**src/rtl/insn_loader.sv**
```systemverilog
// insn_loader: boot loader that streams a word-count header plus little-endian
// payload into instruction memory, holding the CPU in reset until the image is complete.
module insn_loader #(
    parameter int ADDR_WIDTH = 12
) (
    input  logic                  clk_i,
    input  logic                  rstn_i,
    input  logic                  start_i,
    input  logic [7:0]            byte_i,
    input  logic                  byte_valid_i,
    output logic                  byte_ready_o,
    output logic [3:0]            mem_wen_o,
    output logic [ADDR_WIDTH-1:0] mem_waddr_o,
    output logic [31:0]           mem_wdata_o,
    output logic                  cpu_rstn_o,
    output logic                  done_o,
    output logic                  err_o
);
    typedef enum logic [2:0] {IDLE, HDR0, HDR1, DATA, WRITE, DONE, ERR} state_t;

    // 17-bit so a full-capacity count compares correctly
    localparam logic [16:0] CAP = 17'(1) << ADDR_WIDTH;

    state_t                state_q, state_d;
    logic [16:0]           count_q, count_d;
    logic [16:0]           words_q, words_d;
    logic [ADDR_WIDTH-1:0] addr_q, addr_d;
    logic [1:0]            bcnt_q, bcnt_d;
    logic [23:0]           word_q, word_d;
    logic [31:0]           wdata_q, wdata_d;
    logic                  xfer;
    logic [16:0]           hdr_count;
    logic [16:0]           words_inc;

    assign byte_ready_o = (state_q == HDR0) || (state_q == HDR1) || (state_q == DATA);
    assign xfer         = byte_valid_i && byte_ready_o;
    assign hdr_count    = {1'b0, byte_i, count_q[7:0]};
    assign words_inc    = words_q + 17'd1;
    assign mem_wen_o    = {4{state_q == WRITE}};
    assign mem_waddr_o  = addr_q;
    assign mem_wdata_o  = wdata_q;
    assign done_o       = state_q == DONE;
    assign err_o        = state_q == ERR;
    assign cpu_rstn_o   = state_q == DONE;

    always_comb begin
        state_d = state_q;
        count_d = count_q;
        words_d = words_q;
        addr_d  = addr_q;
        bcnt_d  = bcnt_q;
        word_d  = word_q;
        wdata_d = wdata_q;
        case (state_q)
            IDLE, DONE, ERR: if (start_i) begin
                state_d = HDR0;
                count_d = '0;
                words_d = '0;
                addr_d  = '0;
                bcnt_d  = '0;
            end
            HDR0: if (xfer) begin
                count_d = {9'd0, byte_i};
                state_d = HDR1;
            end
            HDR1: if (xfer) begin
                count_d = hdr_count;
                state_d = (hdr_count == '0 || hdr_count > CAP) ? ERR : DATA;
            end
            // Lower three bytes shift in from the top; the fourth completes the word
            DATA: if (xfer) begin
                bcnt_d = bcnt_q + 2'd1;
                word_d = {byte_i, word_q[23:8]};
                if (bcnt_q == 2'd3) begin
                    wdata_d = {byte_i, word_q};
                    state_d = WRITE;
                end
            end
            WRITE: begin
                addr_d  = addr_q + ADDR_WIDTH'(1);
                words_d = words_inc;
                state_d = (words_inc == count_q) ? DONE : DATA;
            end
            default: state_d = IDLE;
        endcase
    end

    always_ff @(posedge clk_i) begin
        if (!rstn_i) begin
            state_q <= IDLE;
            count_q <= '0;
            words_q <= '0;
            addr_q  <= '0;
            bcnt_q  <= '0;
            word_q  <= '0;
            wdata_q <= '0;
        end else begin
            state_q <= state_d;
            count_q <= count_d;
            words_q <= words_d;
            addr_q  <= addr_d;
            bcnt_q  <= bcnt_d;
            word_q  <= word_d;
            wdata_q <= wdata_d;
        end
    end
endmodule

```
**config.mk**
```make
export PLATFORM = sky130hd
export DESIGN_NAME = insn_loader
export DESIGN_NICKNAME = d
export VERILOG_FILES = /design/src/rtl/insn_loader.sv
export SDC_FILE = /design/constraint.sdc
export NUM_CORES = 1
export LEC_CHECK = 0
export ABC_AREA = 1
export CAP_MARGIN = 20
export CORE_MARGIN = 1.5
export CORE_UTILIZATION = 35
export CTS_CLUSTER_DIAMETER = 40
export CTS_CLUSTER_SIZE = 30
export DETAILED_ROUTE_END_ITERATION = 8
export DONT_BUFFER_PORTS = 1
export HOLD_SLACK_MARGIN = 0.02
export PLACE_DENSITY_LB_ADDON = 0.12
export SLEW_MARGIN = 25
export SYNTH_ARGS = -nofsm -noshare
export SYNTH_HDL_FRONTEND = slang
export SYNTH_SLANG_ARGS = --single-unit
```
**constraint.sdc**
```tcl
create_clock -name clk_i -period 2.1 [get_ports clk_i]
set_input_delay 0.42 -clock clk_i [delete_from_list [all_inputs] [get_ports clk_i]]
set_output_delay 0.42 -clock clk_i [all_outputs]
set_load 0.1 [all_outputs]
```
After elaboration in Yosys (flattened, before gate mapping)
Cells that the tools add are included.
Widths: inputs -> output; s select.
{"block": "classes", "bitwise_logic": 1, "muxes": 18, "magnitude_cmp": 1, "n_reduce_logical": 18, "n_addsub": 3, "n_eq_ne": 13}
{"cell": "$mux 17", "count": 3}
{"cell": "$pmux 17 s3", "count": 1}
{"cell": "$pmux 17 s2", "count": 1}
{"cell": "$pmux 12 s2", "count": 1}
{"cell": "$mux 3", "count": 7}
{"cell": "$add 17x1->17 const B", "count": 1}
{"cell": "$eq 17x17->1", "count": 1}
{"cell": "$logic_not 17->1", "count": 1}
{"cell": "$gt 16x13->1 const B", "count": 1}
{"cell": "$pmux 3 s5", "count": 1}
{"cell": "$add 12x1->12 const B", "count": 1}
{"cell": "$mux 12", "count": 1}
{"cell": "$eq 3x3->1 const B", "count": 3}
{"cell": "$ne 2x2->1 const B", "count": 4}
{"cell": "$reduce_and 4->1", "count": 2}
{"cell": "$eq 3x2->1 const B", "count": 2}
{"cell": "$reduce_and 3->1", "count": 2}
{"cell": "$reduce_bool 2->1", "count": 3}
{"cell": "$reduce_and 5->1", "count": 1}
{"cell": "$mux 2", "count": 2}
{"cell": "$pmux 2 s2", "count": 1}
{"cell": "$reduce_and 2->1", "count": 2}
{"cell": "$eq 3x1->1 const B", "count": 1}
{"cell": "$logic_not 3->1", "count": 1}
{"cell": "other kinds (8)", "count": 10}
{"block": "word_totals", "register_bits": 107, "inputBits": 12, "elab_cells": 62}

Depth between registers and ports, before layout
{"block": "depth", "word_depth": 6, "mapped_depth": 16, "mapped_depth_nobuf": 16}

Worst setup path after synthesis
No wires, ideal clock.
{"block": "synth_path", "kind": "flip-flop to output port", "from": "register state_q[1]", "to": "output port mem_wen_o[1]", "path_stages_with_launch": 7, "slack_ps": -718, "arrival_time_ps": 2398, "path_cell_list": "dfxtp_1 -> nor2_1 -> nand2_1 -> inv_1 -> buf_2 -> buf_1 -> buf_4"}
{"block": "synth_between", "elab_chain_cells": 1}
{"item": "start, declared", "line_no": "24", "source": "state_t state_q, state_d;"}
{"item": "start signal, assigned", "line_no": "98", "source": "state_q <= state_d;"}
{"item": "$eq 3x3->1", "line_no": "39", "source": "assign mem_wen_o = {4{state_q == WRITE}};"}
{"item": "end, declared", "line_no": "12", "source": "output logic [3:0] mem_wen_o,"}
Every way passes these cells.

Worst setup path after layout
{"block": "layout_path", "from": "register state_q[2]", "to": "output port mem_wen_o[2]"}
Same word-level chain as after synthesis.

==> results.md <==
Clock network:
- The number of clock buffers added by TritonCTS is 9.
- The total clock sinks is between 100 and 150.
- The clock tree from TritonCTS is built.
- The clock root buffer is sky130_fd_sc_hd__clkbuf_16.
- The clock transition time at the flip-flop clock pins of the worst setup and hold paths is roughly 70 ps.
- The clock passes through at most 2 buffers.
- The total number of H-tree levels is 3.
- Clock latency on the worst-skew pair, taken at its later pin, is 350 ps.

Setup path:
- The launching element type of the critical path is a flop.
- The type of the worst setup path is flop to primary output.
- The count of cells along the worst register-to-register path is 14.
- The critical path capture point type is a primary output.
- The worst path required time is approximately 1700 ps.
- The data arrival at the endpoint of the critical path is roughly 1600 ps.
- In this run the worst path has a maximum fanout of 10.
- The internal reg-to-reg setup slack is 200 ps.

Run status:
- The run finished with clean final reports.

Logic synthesis:
- The largest total area in the synthesized netlist belongs to sky130_fd_sc_hd__dfxtp_1.
- The most repeated cell in the gate-level netlist after synthesis is sky130_fd_sc_hd__nand2_1.
- The total of warnings raised by yosys is 0.
- In the post-synthesis netlist, the biggest area contributors are sky130_fd_sc_hd__dfxtp_1 (42%), sky130_fd_sc_hd__nand2_1 (17%), sky130_fd_sc_hd__a21oi_1 (9.1%), sky130_fd_sc_hd__nand3_1 (4.9%), sky130_fd_sc_hd__inv_1 (3.7%).
- By count the netlist is led by sky130_fd_sc_hd__nand2_1 (225), sky130_fd_sc_hd__dfxtp_1 (106), sky130_fd_sc_hd__a21oi_1 (92).
- The number of nets in the synthesized netlist is 723.
- The proportion of synthesized flip-flops having asynchronous set or reset is 0%.
- The number of flops mapped to enable cells by yosys is 0.
- The count of mapped cells out of synthesis is approximately 710.
- The netlist uses 38 different library cells.
- The synthesized netlist occupies a cell area of 0.00503 mm^2.
- In this run the mean area of a mapped cell was around 7.1 um^2.
- The portion of the post-synthesis area used by sequential elements is between 40% and 50%.
- In the synthesized netlist the dominant register cell turns out to be sky130_fd_sc_hd__dfxtp_1.
- Synthesis inferred 106 register bits.
- After synthesis, the largest area contributor takes up 42.2% of total cell area.

STA:
- The post-layout minimum cycle time is 1990 ps.
- After layout, the worst path uses 94.6% of the clock period.
- After layout, the worst setup slack is 113 ps.
- The number of setup violations in the final report is 0.
- For this run, the top clock speed supported by timing is 503 MHz.
- Setup repair after global routing could not meet its margin everywhere.
- The total negative slack is 0 ps.
- The max-slew violation total from the final report came to 0.
- At the pin with the least slew margin, the transition time is between 400 and 500 ps.
- The clock arrives with 6.06 ps of skew.
- Headroom to the max-slew limit came out at around 69%.
- The number of endpoints with negative hold slack in the final report was 0.
- Final hold analysis gives a worst-case slack of 173 ps.

Floorplanning:
- The die is 123 um tall.
- The number of cell rows is between 40 and 50.
- Measured along the x axis, the die boundary spans 123 um.
- The floorplan step defined a core boundary enclosing 0.0139 mm^2.
- The floorplan step defined a die boundary enclosing 0.0151 mm^2.
- The number of primary I/O pins is 64.
- The starting density of the core is 36.1%.

Power:
- Combinational cells account for around a third of the total power.
- The share of total power dissipated in the clock network is approximately 28%.
- The power spent charging and discharging nets is 2150 uW.
- Per report_power, the sequential group accounts for 39.4% of the total.
- IR analysis of the VDD net gives a maximum drop of 523 uV.
- The switching power as a share of total power is 37.4%.
- The standby leakage power is 0.00217 uW.
- The internal power of the cells is 3600 uW.
- Dividing total power by cell area gives a power density of between 900 and 1000 mW/mm^2.

Flow run:
- The max-cap check violation count is 0.

Route:
- The violation count after the first detailed-route iteration is 299.
- The post-detailed-route wirelength per cell is 14.3 um.
- The DRC violation count after routing is 0.
- The number of detailed-routing iterations run before antenna repair is 4.
- The total via count after detailed routing is 4599.
- The via density per instance is 4.92.
- Wires add up to 13300 um.
- The final antenna-violating net count is 0.

Placed design:
- The final weighted congestion of routability-driven global placement is 0.873.
- The detailed placer's ending HPWL is between 9000 and 10000 um.
- The quantity of I/O buffers inserted on ports is 0.
- Timing analysis after detailed placement gives a worst setup slack of about 100 ps.

Layout:
- In the final layout, the share of cells above drive strength 1 is between 10% and 20%.
- The area growth from synthesis to layout is 18.3%.
- 0 antenna diodes ended up in the layout.
- In the final design database the tool counted 764 nets.

Global route:
- The pin count of the biggest net entering global routing is 57.
- The number of global-route vias before repair came to 4367.
- In the global route stage, overall resource usage came out at 18.6%.
- The number of antenna violations at the first check in global routing is 0.
- The wire length of the first global-routing pass is around 22000 um.
- The global route total overflow is 0.

Hold path:
- The worst hold path cell count is 2.
- The worst hold path belongs to the class input pin to flop.
## cells by family after synthesis
family / after synthesis / synth area share [%]
AO/OA/AOI/OAI: 143 / 17.9
XOR/XNOR: 4 / 0.696
adder cells (fa/ha/maj): 3 / 0.746
buffers and inverters: 92 / 7.81
flip-flops: 106 / 42.2
AND/OR/NAND/NOR: 360 / 30.6
## sequential cells by signal, summed over array words and instances (netlist names)
register and count:
state_q 3, word_q 24, words_q 17, mem_waddr_o 12, count_q 16, mem_wdata_o 32
bcnt_q 2
## cell type report
type	instances	area, um^2
fill	1411	7980
multi-input combinational	510	2560
sequential	106	2130
timing repair buffer	65	546
clock buffer	11	243
tap	180	225
inverter	57	216
clock inverter	5	37.5
## cells in the final DEF (no fill, tap or decap), drive strengths merged
cell      count
a211oi       16
a21o          1
a21oi        95
a221oi        5
a31oi         1
buf          65
clkbuf       11
clkinv        1
clkinvlp      2
dfxtp       106
ha            3
inv          59
nand2       230
nand3        49
nand3b        3
nand4        12
nor2         60
nor3          1
nor4          3
o2111ai       1
o211a         1
o211ai        1
o21ai        21
o21bai        1
or2           1
or3           1
xnor2         2
xor2          2
## power groups by stage
stage / clock network, uW / logic [uW] / registers, uW
after floorplan: 0 / 1540 / 2290
after global placement: 0 / 1840 / 2310
after detailed placement: 0 / 1860 / 2310
after CTS: 1670 / 1870 / 2260
after global routing: 1740 / 2060 / 2280
final: 1620 / 1860 / 2270
## path summary, 6_finish.rpt
path	start	endpoint
hold / removal	rstn_i	mem_waddr_o[0]$_SDFFE_PN0P_
setup reg to reg	words_q[1]$_SDFFE_PN0P_	state_q[1]$_SDFFE_PN0P_
hold reg to reg	mem_wdata_o[27]$_SDFFE_PN0P_	mem_wdata_o[27]$_SDFFE_PN0P_
setup / recovery	state_q[2]$_SDFFE_PN0P_	mem_wen_o[2]
## critical path, cell delays in order, from the launching register on
cell and delay (ps):
sky130_fd_sc_hd__dfxtp_1 520, sky130_fd_sc_hd__nand2_1 170, sky130_fd_sc_hd__inv_4 190, sky130_fd_sc_hd__buf_16 330
## repair_timing
| action | in CTS | in global routing |
|---|---|---|
| gates resized for setup | 0 | 9 |
| hold buffers | 0 | 0 |
| endpoints found under the setup margin | 0 | 5 |
| buffers inserted | 0 | 0 |
## stage by stage
step | power, uW | std cells | utilization (%) | cell area [um^2]
global placement | 4150 | 918 | 40.5 | 5650
CTS | 5800 | 934 | 42.5 | 5930
global route | 6090 | 934 | 42.7 | 5960
detailed placement | 4170 | 918 | 40.5 | 5650
finish | 5750 | 934 | 42.7 | 5960
floorplan | 3830 | 708 | - | 5050
## per-layer routing
| metal | vias to the layer above | GRT usage (%) | wire (um) | share of wire [%] |
|---|---|---|---|---|
| li1 | 2401 | - | - | - |
| met1 | 2129 | 23.8 | 6110 | 46 |
| met2 | 64 | 31.4 | 6550 | 49 |
| met3 | 5 | 4.80 | 576 | 4.3 |
| met4 | 0 | 4.58 | 86 | 0.65 |
| met5 | - | 0 | 0 | 0 |
Note: power is estimated with default switching activity, not from simulation.
